### config.mk
export PLATFORM = sky130hd
export DESIGN_NAME = memory_game_core
export DESIGN_NICKNAME = d
export VERILOG_FILES = /design/src/rtl/memory_game_pkg.sv /design/src/rtl/memory_game_lfsr.sv /design/src/rtl/memory_game_core.sv
export SDC_FILE = /design/constraint.sdc
export NUM_CORES = 1
export LEC_CHECK = 0
export CORE_MARGIN = 8
export CORE_UTILIZATION = 55
export DETAILED_ROUTE_END_ITERATION = 12
export HOLD_SLACK_MARGIN = 0.12
export PLACE_DENSITY = 0.7
export RECOVER_POWER = 50
export SLEW_MARGIN = 20
export SYNTH_ARGS = -nofsm -noshare
export SYNTH_HDL_FRONTEND = slang
export SYNTH_SLANG_ARGS = --single-unit
### constraint.sdc
create_clock -name i_clk -period 8 [get_ports i_clk]
set_input_delay 2 -clock i_clk [delete_from_list [all_inputs] [get_ports i_clk]]
set_output_delay 2 -clock i_clk [all_outputs]
set_load 0.005 [all_outputs]
### src/rtl/memory_game_pkg.sv
// Shared types and helpers for the memory game core: FSM state encoding,
// LFSR feedback mask and one-hot utilities.
package memory_game_pkg;

   typedef enum logic [2:0] {
      IDLE,
      SHOW_ON,
      SHOW_OFF,
      INPUT,
      WIN,
      LOSE
   } state_t;

   // Right-shifting Galois form of taps 16,14,13,11.
   localparam logic [15:0] LFSR_TAPS = 16'hB400;

   function automatic logic [15:0] onehot(input logic [3:0] idx, input int width);
      logic [15:0] v;
      v = 16'h0001 << idx;
      if (int'(idx) >= width) v = 16'h0000;
      return v;
   endfunction

   function automatic logic is_onehot(input logic [15:0] v);
      return (v != 16'h0000) && ((v & (v - 16'h0001)) == 16'h0000);
   endfunction

endpackage

### src/rtl/memory_game_lfsr.sv
// 16-bit Galois LFSR; steps once per cycle that i_adv is high.
module game_lfsr
   import memory_game_pkg::*;
#(
   parameter logic [15:0] SEED = 16'hACE1
) (
   input  logic        i_clk,
   input  logic        i_rst,
   input  logic        i_adv,
   output logic [15:0] o_val
);

   logic [15:0] r_val;

   always_ff @(posedge i_clk) begin
      if (i_rst) begin
         r_val <= SEED;
      end else if (i_adv) begin
         r_val <= {1'b0, r_val[15:1]} ^ (r_val[0] ? LFSR_TAPS : 16'h0000);
      end
   end

   assign o_val = r_val;

endmodule

### src/rtl/memory_game_core.sv
// Memory game controller: grows a pseudo-random sequence, plays it back on the
// LEDs and checks the player's presses against it.
//
// state    | meaning
// ---------+---------------------------------------------------------
// IDLE     | after reset, waiting for a start edge
// SHOW_ON  | current sequence entry lit on its LED
// SHOW_OFF | dark gap after a playback step
// INPUT    | echoing buttons, checking presses, timeout running
// WIN      | full sequence repeated, all LEDs on
// LOSE     | wrong press or timeout, score frozen
module memory_game_core
   import memory_game_pkg::*;
#(
   parameter int          NUM_CH      = 4,
   parameter int          CLK_PER_SEC = 50_000_000,
   parameter int          GAME_LIMIT  = 8,
   parameter int          ON_CYC      = CLK_PER_SEC / 2,
   parameter int          OFF_CYC     = CLK_PER_SEC / 2,
   parameter int          TIMEOUT_CYC = 3 * CLK_PER_SEC,
   parameter logic [15:0] LFSR_SEED   = 16'hACE1,
   parameter int          SCORE_W     = $clog2(GAME_LIMIT + 1)
) (
   input  logic               i_clk,
   input  logic               i_rst,
   input  logic               i_start,
   input  logic [NUM_CH-1:0]  i_btn,
   output logic [NUM_CH-1:0]  o_led,
   output logic [SCORE_W-1:0] o_score,
   output logic               o_busy,
   output logic               o_win,
   output logic               o_lose
);

   localparam int CH_W    = $clog2(NUM_CH);
   localparam int T_MAX1  = (ON_CYC > OFF_CYC) ? ON_CYC : OFF_CYC;
   localparam int T_MAX   = (T_MAX1 > TIMEOUT_CYC) ? T_MAX1 : TIMEOUT_CYC;
   localparam int TIMER_W = (T_MAX > 1) ? $clog2(T_MAX) : 1;
   localparam int SEQ_D   = 2 ** SCORE_W;

   localparam logic [TIMER_W-1:0] T_ON  = TIMER_W'(ON_CYC - 1);
   localparam logic [TIMER_W-1:0] T_OFF = TIMER_W'(OFF_CYC - 1);
   localparam logic [TIMER_W-1:0] T_TO  = TIMER_W'(TIMEOUT_CYC - 1);
   localparam logic [TIMER_W-1:0] T_ONE = TIMER_W'(1);
   localparam logic [SCORE_W-1:0] S_ONE = SCORE_W'(1);
   localparam logic [SCORE_W-1:0] LIMIT = SCORE_W'(GAME_LIMIT);

   state_t              r_state;
   logic                r_start_q;
   logic [NUM_CH-1:0]   r_btn_q;
   logic [SCORE_W-1:0]  r_level;
   logic [SCORE_W-1:0]  r_idx;
   logic [TIMER_W-1:0]  r_timer;
   logic [NUM_CH-1:0]   r_led;
   logic [SCORE_W-1:0]  r_score;
   logic                r_busy;
   logic                r_win;
   logic                r_lose;

   // Sized to the full index range so every select stays in bounds; only the
   // first GAME_LIMIT entries are ever written.
   logic [CH_W-1:0]     r_seq [SEQ_D];

   logic [15:0]         w_lfsr;
   logic                w_start_p;
   logic [NUM_CH-1:0]   w_press;
   logic [CH_W-1:0]     w_entry;
   logic [SCORE_W-1:0]  w_idx_inc;
   logic [SCORE_W-1:0]  w_wr_idx;
   logic [NUM_CH-1:0]   w_oh_entry;
   logic [NUM_CH-1:0]   w_oh_cur;
   logic [NUM_CH-1:0]   w_oh_nxt;
   logic [NUM_CH-1:0]   w_oh_first;
   logic                w_last;
   logic                w_start_go;
   logic                w_correct;
   logic                w_adv;

   assign w_start_p  = i_start & ~r_start_q;
   assign w_press    = i_btn & ~r_btn_q;
   assign w_entry    = CH_W'(w_lfsr % NUM_CH);
   assign w_idx_inc  = r_idx + S_ONE;
   assign w_last     = (r_idx == (r_level - S_ONE));

   assign w_oh_entry = NUM_CH'(onehot(4'(w_entry), NUM_CH));
   assign w_oh_cur   = NUM_CH'(onehot(4'(r_seq[r_idx]), NUM_CH));
   assign w_oh_nxt   = NUM_CH'(onehot(4'(r_seq[w_idx_inc]), NUM_CH));
   assign w_oh_first = NUM_CH'(onehot(4'(r_seq[0]), NUM_CH));

   assign w_start_go = w_start_p &&
                       ((r_state == IDLE) || (r_state == WIN) || (r_state == LOSE));
   assign w_correct  = (r_state == INPUT) && is_onehot(16'(w_press)) &&
                       (w_press == w_oh_cur);
   // The LFSR only steps when a new entry is appended to the sequence.
   assign w_adv      = w_start_go || (w_correct && w_last && (r_level != LIMIT));
   assign w_wr_idx   = w_start_go ? '0 : r_level;

   game_lfsr #(
      .SEED (LFSR_SEED)
   ) u_lfsr (
      .i_clk (i_clk),
      .i_rst (i_rst),
      .i_adv (w_adv),
      .o_val (w_lfsr)
   );

   always_ff @(posedge i_clk) begin
      if (w_adv) r_seq[w_wr_idx] <= w_entry;
   end

   always_ff @(posedge i_clk) begin
      if (i_rst) begin
         r_state   <= IDLE;
         r_start_q <= 1'b0;
         r_btn_q   <= '0;
         r_level   <= '0;
         r_idx     <= '0;
         r_timer   <= '0;
         r_led     <= '0;
         r_score   <= '0;
         r_busy    <= 1'b0;
         r_win     <= 1'b0;
         r_lose    <= 1'b0;
      end else begin
         r_start_q <= i_start;
         r_btn_q   <= i_btn;
         case (r_state)
            IDLE, WIN, LOSE: begin
               if (w_start_p) begin
                  r_state <= SHOW_ON;
                  r_level <= S_ONE;
                  r_idx   <= '0;
                  r_timer <= T_ON;
                  r_led   <= w_oh_entry;
                  r_score <= '0;
                  r_busy  <= 1'b1;
                  r_win   <= 1'b0;
                  r_lose  <= 1'b0;
               end
            end
            SHOW_ON: begin
               if (r_timer == '0) begin
                  r_state <= SHOW_OFF;
                  r_timer <= T_OFF;
                  r_led   <= '0;
               end else begin
                  r_timer <= r_timer - T_ONE;
               end
            end
            SHOW_OFF: begin
               if (r_timer == '0) begin
                  if (w_last) begin
                     r_state <= INPUT;
                     r_idx   <= '0;
                     r_timer <= T_TO;
                     r_led   <= i_btn;
                  end else begin
                     r_state <= SHOW_ON;
                     r_idx   <= w_idx_inc;
                     r_timer <= T_ON;
                     r_led   <= w_oh_nxt;
                  end
               end else begin
                  r_timer <= r_timer - T_ONE;
               end
            end
            INPUT: begin
               r_led <= i_btn;
               // A press outranks an expiring timer in the same cycle.
               if (w_press != '0) begin
                  if (w_correct) begin
                     r_timer <= T_TO;
                     if (w_last) begin
                        r_score <= r_level;
                        if (r_level == LIMIT) begin
                           r_state <= WIN;
                           r_led   <= '1;
                           r_busy  <= 1'b0;
                           r_win   <= 1'b1;
                        end else begin
                           r_state <= SHOW_ON;
                           r_level <= r_level + S_ONE;
                           r_idx   <= '0;
                           r_timer <= T_ON;
                           r_led   <= w_oh_first;
                        end
                     end else begin
                        r_idx <= w_idx_inc;
                     end
                  end else begin
                     r_state <= LOSE;
                     r_led   <= '0;
                     r_busy  <= 1'b0;
                     r_lose  <= 1'b1;
                  end
               end else if (r_timer == '0) begin
                  r_state <= LOSE;
                  r_led   <= '0;
                  r_busy  <= 1'b0;
                  r_lose  <= 1'b1;
               end else begin
                  r_timer <= r_timer - T_ONE;
               end
            end
            default: begin
               r_state <= IDLE;
               r_led   <= '0;
               r_busy  <= 1'b0;
               r_win   <= 1'b0;
               r_lose  <= 1'b0;
            end
         endcase
      end
   end

   assign o_led   = r_led;
   assign o_score = r_score;
   assign o_busy  = r_busy;
   assign o_win   = r_win;
   assign o_lose  = r_lose;

endmodule

==> reports/results.ini, run 1 <==
[status]
status=finished with violations
violations=max-capacitance violations, max-slew violations

[worst_setup_path]
cp_top_family=buffers and inverters
arrival_ns=6.31
crit_end=o_led[1]
crit_chain=buf_2, clkbuf_1, inv_1, nand3_1, o21ai_0, a21oi_1, a32oi_1
critPathMaxStageDelay_ns=2.08
cp.required_ns=8.27
worst_path_max_delay_cell=clkbuf_1
reg2reg_slack_ns=4.25
cp.depth=7
worst_r2r_path_depth=8
cp-startpoint=i_rst
crit_path_start_kind=primary input
worstSetupPathType=primary input to flip-flop
r2r_end=o_led[1]
end_kind=flip-flop
crit_buf_inv=3
cp_max_fo=67

[global_routing]
antenna_found_initial=0
grt_overflow=0
grt_pass1_wl_um=23500
grt_usage=0.206
grt_start_max_net_pins=68
grt_pass1_vias=4523

[timing]
tns_ns=0
skew_ns=0.0165
setup_viol=0
fin_crit_sh=0.755
hold_ws_ns=0.464
period_needed_ns=6.04
fmax_mhz=166
rsz0062_at_grt=false
final-max-slew-violation-count=68
final_hold_viol_count=0
tightestPinTransition_ns=2.97
slew_headroom=-0.978

[synth]
synth.ff_latch_count=107
synth_fp_nets=631
yosysWarnings=0
synth_ff_type=dfxtp_1
synth_edf_count=32
seq_area_frac_synth=0.434
syn_inst=620
synth_area_per_cell_um2=9.15
synthArstFlopShare=0
synth_area_um2=5670
synth.distinct_cells=66

[power_and_ir_drop]
p_total_mw=1.65
p_leak_nw=2.05
vdd_ir_drop_max_uv=163
pwr_density_cell_nw_per_um2=273

[placement]
io_buffers=17
gp_congestion=0.876
dp_hpwl_um=9990
dp_cells=738

[drt]
dr_total_vias=4870
vias_per_cell=6.46
drc=0
dr.pass1.iters=5
ant_nets=0
totalWireLength_um=14200
wl_per_cell_um=18.8
drt_iter0_drc=580

[worst_hold_path]
worstHoldPathType=flip-flop to flip-flop

[cts]
ctsLongestPathBuffers=2
post_cts_buffers=0
cts.sinks=107
cts_tree=yes
cts_buffers=9
cts_htree_levels=3
cts.clk_slew.worst_paths_ns=0.11
cts_root_buf=clkbuf_8
cts.repair.resized=0
clock_latency_ns=0.40
cts_hold_buf=0

[die]
die_x_um=118
initial_core_util=0.557
io_pins=18
dieArea_um2=13800
coreArea_um2=10200
die_y_um=118
row_count=37

[finish]
drive_above_1_share=0.0696
final_core_util=0.592
finalNetCount=624
mostFrequentLayoutCells=dfxtp_1 (75), nor2_1 (57), nand2_1 (53), a21oi_1 (50), nor3_1 (37)
final_common_cell=dfxtp_1
n_antenna_cell=0
syn_to_final_growth_pct=6.31
finalNonFillerCells=754

[job]
drv_cap=1

[cells by family (layout without fill, tap and decap cells)]
| group | count (synthesis) | count (layout) | synth area share |
|---|---|---|---|
| fa+ha+maj | 4 | 4 | 0.00882 |
| xor+xnor | 13 | 13 | 0.0201 |
| compound gates | 161 | 161 | 0.182 |
| mux | 36 | 36 | 0.0955 |
| flops | 107 | 107 | 0.434 |
| simple gates | 249 | 249 | 0.222 |
| buf+inv | 50 | 48 | 0.0375 |
[metrics by stage]
stage          worst slack (ns)  area [um^2]
2_1_floorplan              4.00         5670
3_3_place_gp               3.07         5860
3_5_place_dp               2.96         5860
4_1_cts                    3.39         6040
5_1_grt                    1.57         6030
6_report                   1.96         6030
[registers in the layout, summed over array words and instances (netlist names), named ones only]
signal        cells
r_seq            32
r_timer          28
u_lfsr.o_val     16
o_led             4
o_score           4
r_btn_q           4
r_idx             4
r_level           4
r_state           3
o_busy            1
o_lose            1
o_win             1
r_start_q         1
[layout make-up]
cell class / instances / area, um^2
Timing Repair Buffer: 19 / 173
Clock buffer: 9 / 124
Tap cell: 136 / 170
Multi-Input combinational cell: 463 / 2990
Sequential cell: 107 / 2460
Fill cell: 924 / 4160
Clock inverter: 7 / 57.6
Inverter: 13 / 48.8
[where the power goes]
group	leakage (nW)	switching (mW)	total (mW)	internal [mW]
logic	1.04	0.378	0.594	0.216
clock network	0.0938	0.204	0.323	0.119
registers	0.915	0.0937	0.731	0.638
[worst min-delay path: stages, from the launching register on]
cell	delay, ns
dfxtp_1	0.33
nand2_1	0.05
a21oi_1	0.05
[how the worst min path moves through the flow]
stage                                start               to  slack (ns)  cells past startpoint
final                     u_lfsr.o_val[10]  u_lfsr.o_val[9]        0.46                      2
after global placement     u_lfsr.o_val[9]  u_lfsr.o_val[8]        0.44                      2
after CTS                 u_lfsr.o_val[10]  u_lfsr.o_val[9]        0.47                      2
after floorplan            u_lfsr.o_val[3]  u_lfsr.o_val[2]        0.44                      2
after global routing      u_lfsr.o_val[10]  u_lfsr.o_val[9]        0.49                      2
after detailed placement  u_lfsr.o_val[10]  u_lfsr.o_val[9]        0.45                      2
[Yosys cell counts, types with 3 or more instances]
| cell type | count | area, um^2 |
|---|---|---|
| a31oi_1 | 8 | 50.1 |
| clkbuf_1 | 27 | 101 |
| o41ai_1 | 3 | 26.3 |
| edfxtp_1 | 32 | 961 |
| nand2b_1 | 12 | 75.1 |
| a21oi_1 | 50 | 250 |
| o22ai_1 | 8 | 50.1 |
| mux2_2 | 5 | 56.3 |
| nor3b_1 | 3 | 22.5 |
| dfxtp_1 | 75 | 1500 |
| a21o_1 | 3 | 22.5 |
| a211o_1 | 3 | 26.3 |
| inv_1 | 12 | 45.0 |
| nand2_1 | 53 | 199 |
| nor4_1 | 6 | 37.5 |
| buf_2 | 8 | 40.0 |
| a211oi_1 | 7 | 52.6 |
| nand4_1 | 10 | 62.6 |
| nand3_1 | 31 | 155 |
| and3_1 | 5 | 31.3 |
| mux4_2 | 14 | 315 |
| nor2_1 | 57 | 214 |
| ha_1 | 4 | 50.1 |
| nor2b_1 | 13 | 81.3 |
| xor2_1 | 5 | 43.8 |
| or3_1 | 6 | 37.5 |
| nor3_1 | 37 | 185 |
| o32ai_1 | 4 | 35.0 |
| nor4b_1 | 3 | 26.3 |
| o21ai_0 | 30 | 150 |
| o31ai_1 | 4 | 30.0 |
| a311oi_1 | 6 | 52.6 |
| mux2i_1 | 17 | 170 |
| o21ai_1 | 5 | 25.0 |
| a31o_2 | 3 | 26.3 |
| xnor2_1 | 8 | 70.1 |
[per-layer routing]
layer	vias to the layer above	routed length [um]	track usage
met3	17	1010	0.0537
met1	2345	6520	0.280
li1	2315	-	-
met2	193	6460	0.311
met4	0	192	0.0689
met5	-	0	0
(Power assumes the default switching activity.)
==> inputs of run 2 (changes only) <==
==> constraint.sdc (replaced) <==
create_clock -name i_clk -period 5.9 [get_ports i_clk]
set_input_delay 1.475 -clock i_clk [delete_from_list [all_inputs] [get_ports i_clk]]
set_output_delay 1.475 -clock i_clk [all_outputs]
set_load 0.005 [all_outputs]
==> run 2 against run 1 <==
The flow still finishes with violations (max-capacitance violations, max-slew violations). Worst hold slack lost 0.0085 ns. Utilization grew 0.41 points. Sequential power grew 35%. Largest cell class unchanged. Total power rose by 39%. Largest power group unchanged. Via count about the same. Routed wire length fell by 2.1%.
==> reports/results.ini, run 2 (synthesized netlist as in run 1, its figures left out) <==
[status]
status=finished with violations
violations=max-capacitance violations, max-slew violations

[worst_setup_path]
end_kind=flip-flop
reg2reg_slack_ns=1.98  ; -2.27 ns
worstSetupPathType=primary input to flip-flop
r2r_end=r_timer[8]
crit_end=r_timer[8]
arrival_ns=4.59  ; -1.72 ns
crit_path_start_kind=primary input
worst_r2r_path_depth=8  ; unchanged
cp_max_fo=13  ; -81%
cp-startpoint=i_btn[0]
cp.required_ns=6.19  ; -2.08 ns

[die]
dieArea_um2=13800  ; unchanged
row_count=37  ; unchanged
initial_core_util=0.557  ; unchanged
die_x_um=118  ; unchanged
die_y_um=118  ; unchanged
io_pins=18  ; unchanged
coreArea_um2=10200  ; unchanged

[cts]
post_cts_buffers=0  ; unchanged
cts.repair.resized=0  ; unchanged
cts.sinks=107  ; unchanged
cts_buffers=9  ; unchanged
cts_hold_buf=0  ; unchanged
ctsLongestPathBuffers=2  ; unchanged
cts_root_buf=clkbuf_8
clock_latency_ns=0.40  ; about the same
cts_htree_levels=3  ; unchanged
cts_tree=yes
cts.clk_slew.worst_paths_ns=0.12  ; about the same

[power_and_ir_drop]
vdd_ir_drop_max_uv=182  ; +12%
pwr_density_cell_nw_per_um2=377  ; +38%
p_total_mw=2.29  ; +39%
p_leak_nw=2.07  ; +1.1%

[global_routing]
grt_usage=0.201  ; -0.00507
busiest_layer=met2
use_met3=0.0384  ; -0.0153
grt_use_met2=0.302  ; -0.00929
grt_use_met1=0.276  ; -0.00421
grt_pass1_vias=4564  ; +0.91%
grt_pass1_wl_um=23100  ; -1.8%
antenna_found_initial=0  ; unchanged
grt_start_max_net_pins=67  ; -1.5%
grt_overflow=0  ; unchanged

[timing]
rsz0062_at_grt=false
tightestPinTransition_ns=2.91  ; -0.0549 ns
tns_ns=0  ; unchanged
fmax_mhz=233
fin_crit_sh=0.729
slew_headroom=-0.942  ; +0.0366
final_hold_viol_count=0  ; unchanged
final.setup.worst_slack_ns=1.60  ; -0.362 ns
final-max-slew-violation-count=67  ; -1.5%
period_needed_ns=4.30
setup_viol=0  ; unchanged
skew_ns=0.0155  ; -0.000954 ns

[placement]
io_buffers=17  ; unchanged
gp_congestion=0.902  ; +2.9%
dp_hpwl_um=9730  ; -2.6%
pre_cts_ws_ns=1.45  ; -1.51 ns

[job]
drv_cap=1  ; unchanged

[finish]
multi_input_area_um2=2990  ; -0.13%
drive_above_1_share=0.0695  ; -0.000112
top_register=r_seq
largest_reg_flops=32  ; unchanged
n_antenna_cell=0  ; unchanged
finalNetCount=625  ; +0.16%
mostFrequentLayoutCells=dfxtp_1 (75), nor2_1 (57), nand2_1 (53), a21oi_1 (51), nor3_1 (37)
syn_to_final_growth_pct=7.04
n_fill_cell=892  ; -3.5%
final_common_cell=dfxtp_1
regArea_um2=2460  ; unchanged

[drt]
drt_iter0_drc=437  ; -25%
dr.pass1.iters=5  ; unchanged
wl_per_cell_um=18.4  ; -2.2%
vias_per_cell=6.45  ; about the same
ant_nets=0  ; unchanged
dr_total_vias=4872  ; +0.041%
drc=0  ; unchanged
totalWireLength_um=13900  ; -2.1%

[worst_hold_path]
worstHoldPathType=flip-flop to flip-flop

-- run 2: cell count changes in the layout (fill, tap and decap cells not counted), sizes merged --
cell / change
clkbuf: +1
clkinvlp: -1
buf: +1
-- run 2: worst min-delay path by stage --
stage                                  to              from  slack, ns  depth (start not counted)
after floorplan           u_lfsr.o_val[2]   u_lfsr.o_val[3]       0.44                          2
after global placement    u_lfsr.o_val[8]   u_lfsr.o_val[9]       0.44                          2
after detailed placement  u_lfsr.o_val[2]   u_lfsr.o_val[3]       0.45                          2
after CTS                 u_lfsr.o_val[8]   u_lfsr.o_val[9]       0.46                          2
after global routing      u_lfsr.o_val[9]  u_lfsr.o_val[10]       0.49                          2
final                     u_lfsr.o_val[8]   u_lfsr.o_val[9]       0.46                          2
-- run 2: per-stage QoR --
stage	cell area (um^2)	utilization	hold slack [ns]	instances
2_1_floorplan	5670	-	0.437	620
3_3_place_gp	5870	0.576	0.445	739
3_5_place_dp	5870	0.576	0.453	739
4_1_cts	6080	0.597	0.459	755
5_1_grt	6070	0.596	0.488	755
6_report	6070	0.596	0.456	755
-- run 2: layout make-up --
type                       count  area share
multi-input combinational    463       0.493
sequential                   107       0.406
timing repair buffer          20      0.0297
tap                          136      0.0280
clock buffer                  10      0.0245
clock inverter                 6      0.0115
inverter                      13     0.00804
-- run 2: routing by layer --
layer / wire length, um / share of wire / up-vias
li1: - / - / 2322
met1: 6460 / 0.47 / 2334
met2: 6250 / 0.45 / 192
met3: 894 / 0.064 / 24
met4: 294 / 0.021 / 0
met5: 0 / 0 / -
-- run 2: worst max-delay path: stages --
cell,delay [ns]
dlygate4sd3_1,0.61
nor2b_1,0.35
nor2_1,0.08
a211o_1,0.29
and4_1,0.35
a21oi_1,0.90
a2111oi_0,0.18
a31o_2,0.36
-- run 2: where the power goes --
part	switching (mW)	leakage (nW)	internal, mW
clock network	0.292	0.112	0.196
logic	0.517	1.04	0.298
registers	0.124	0.915	0.865
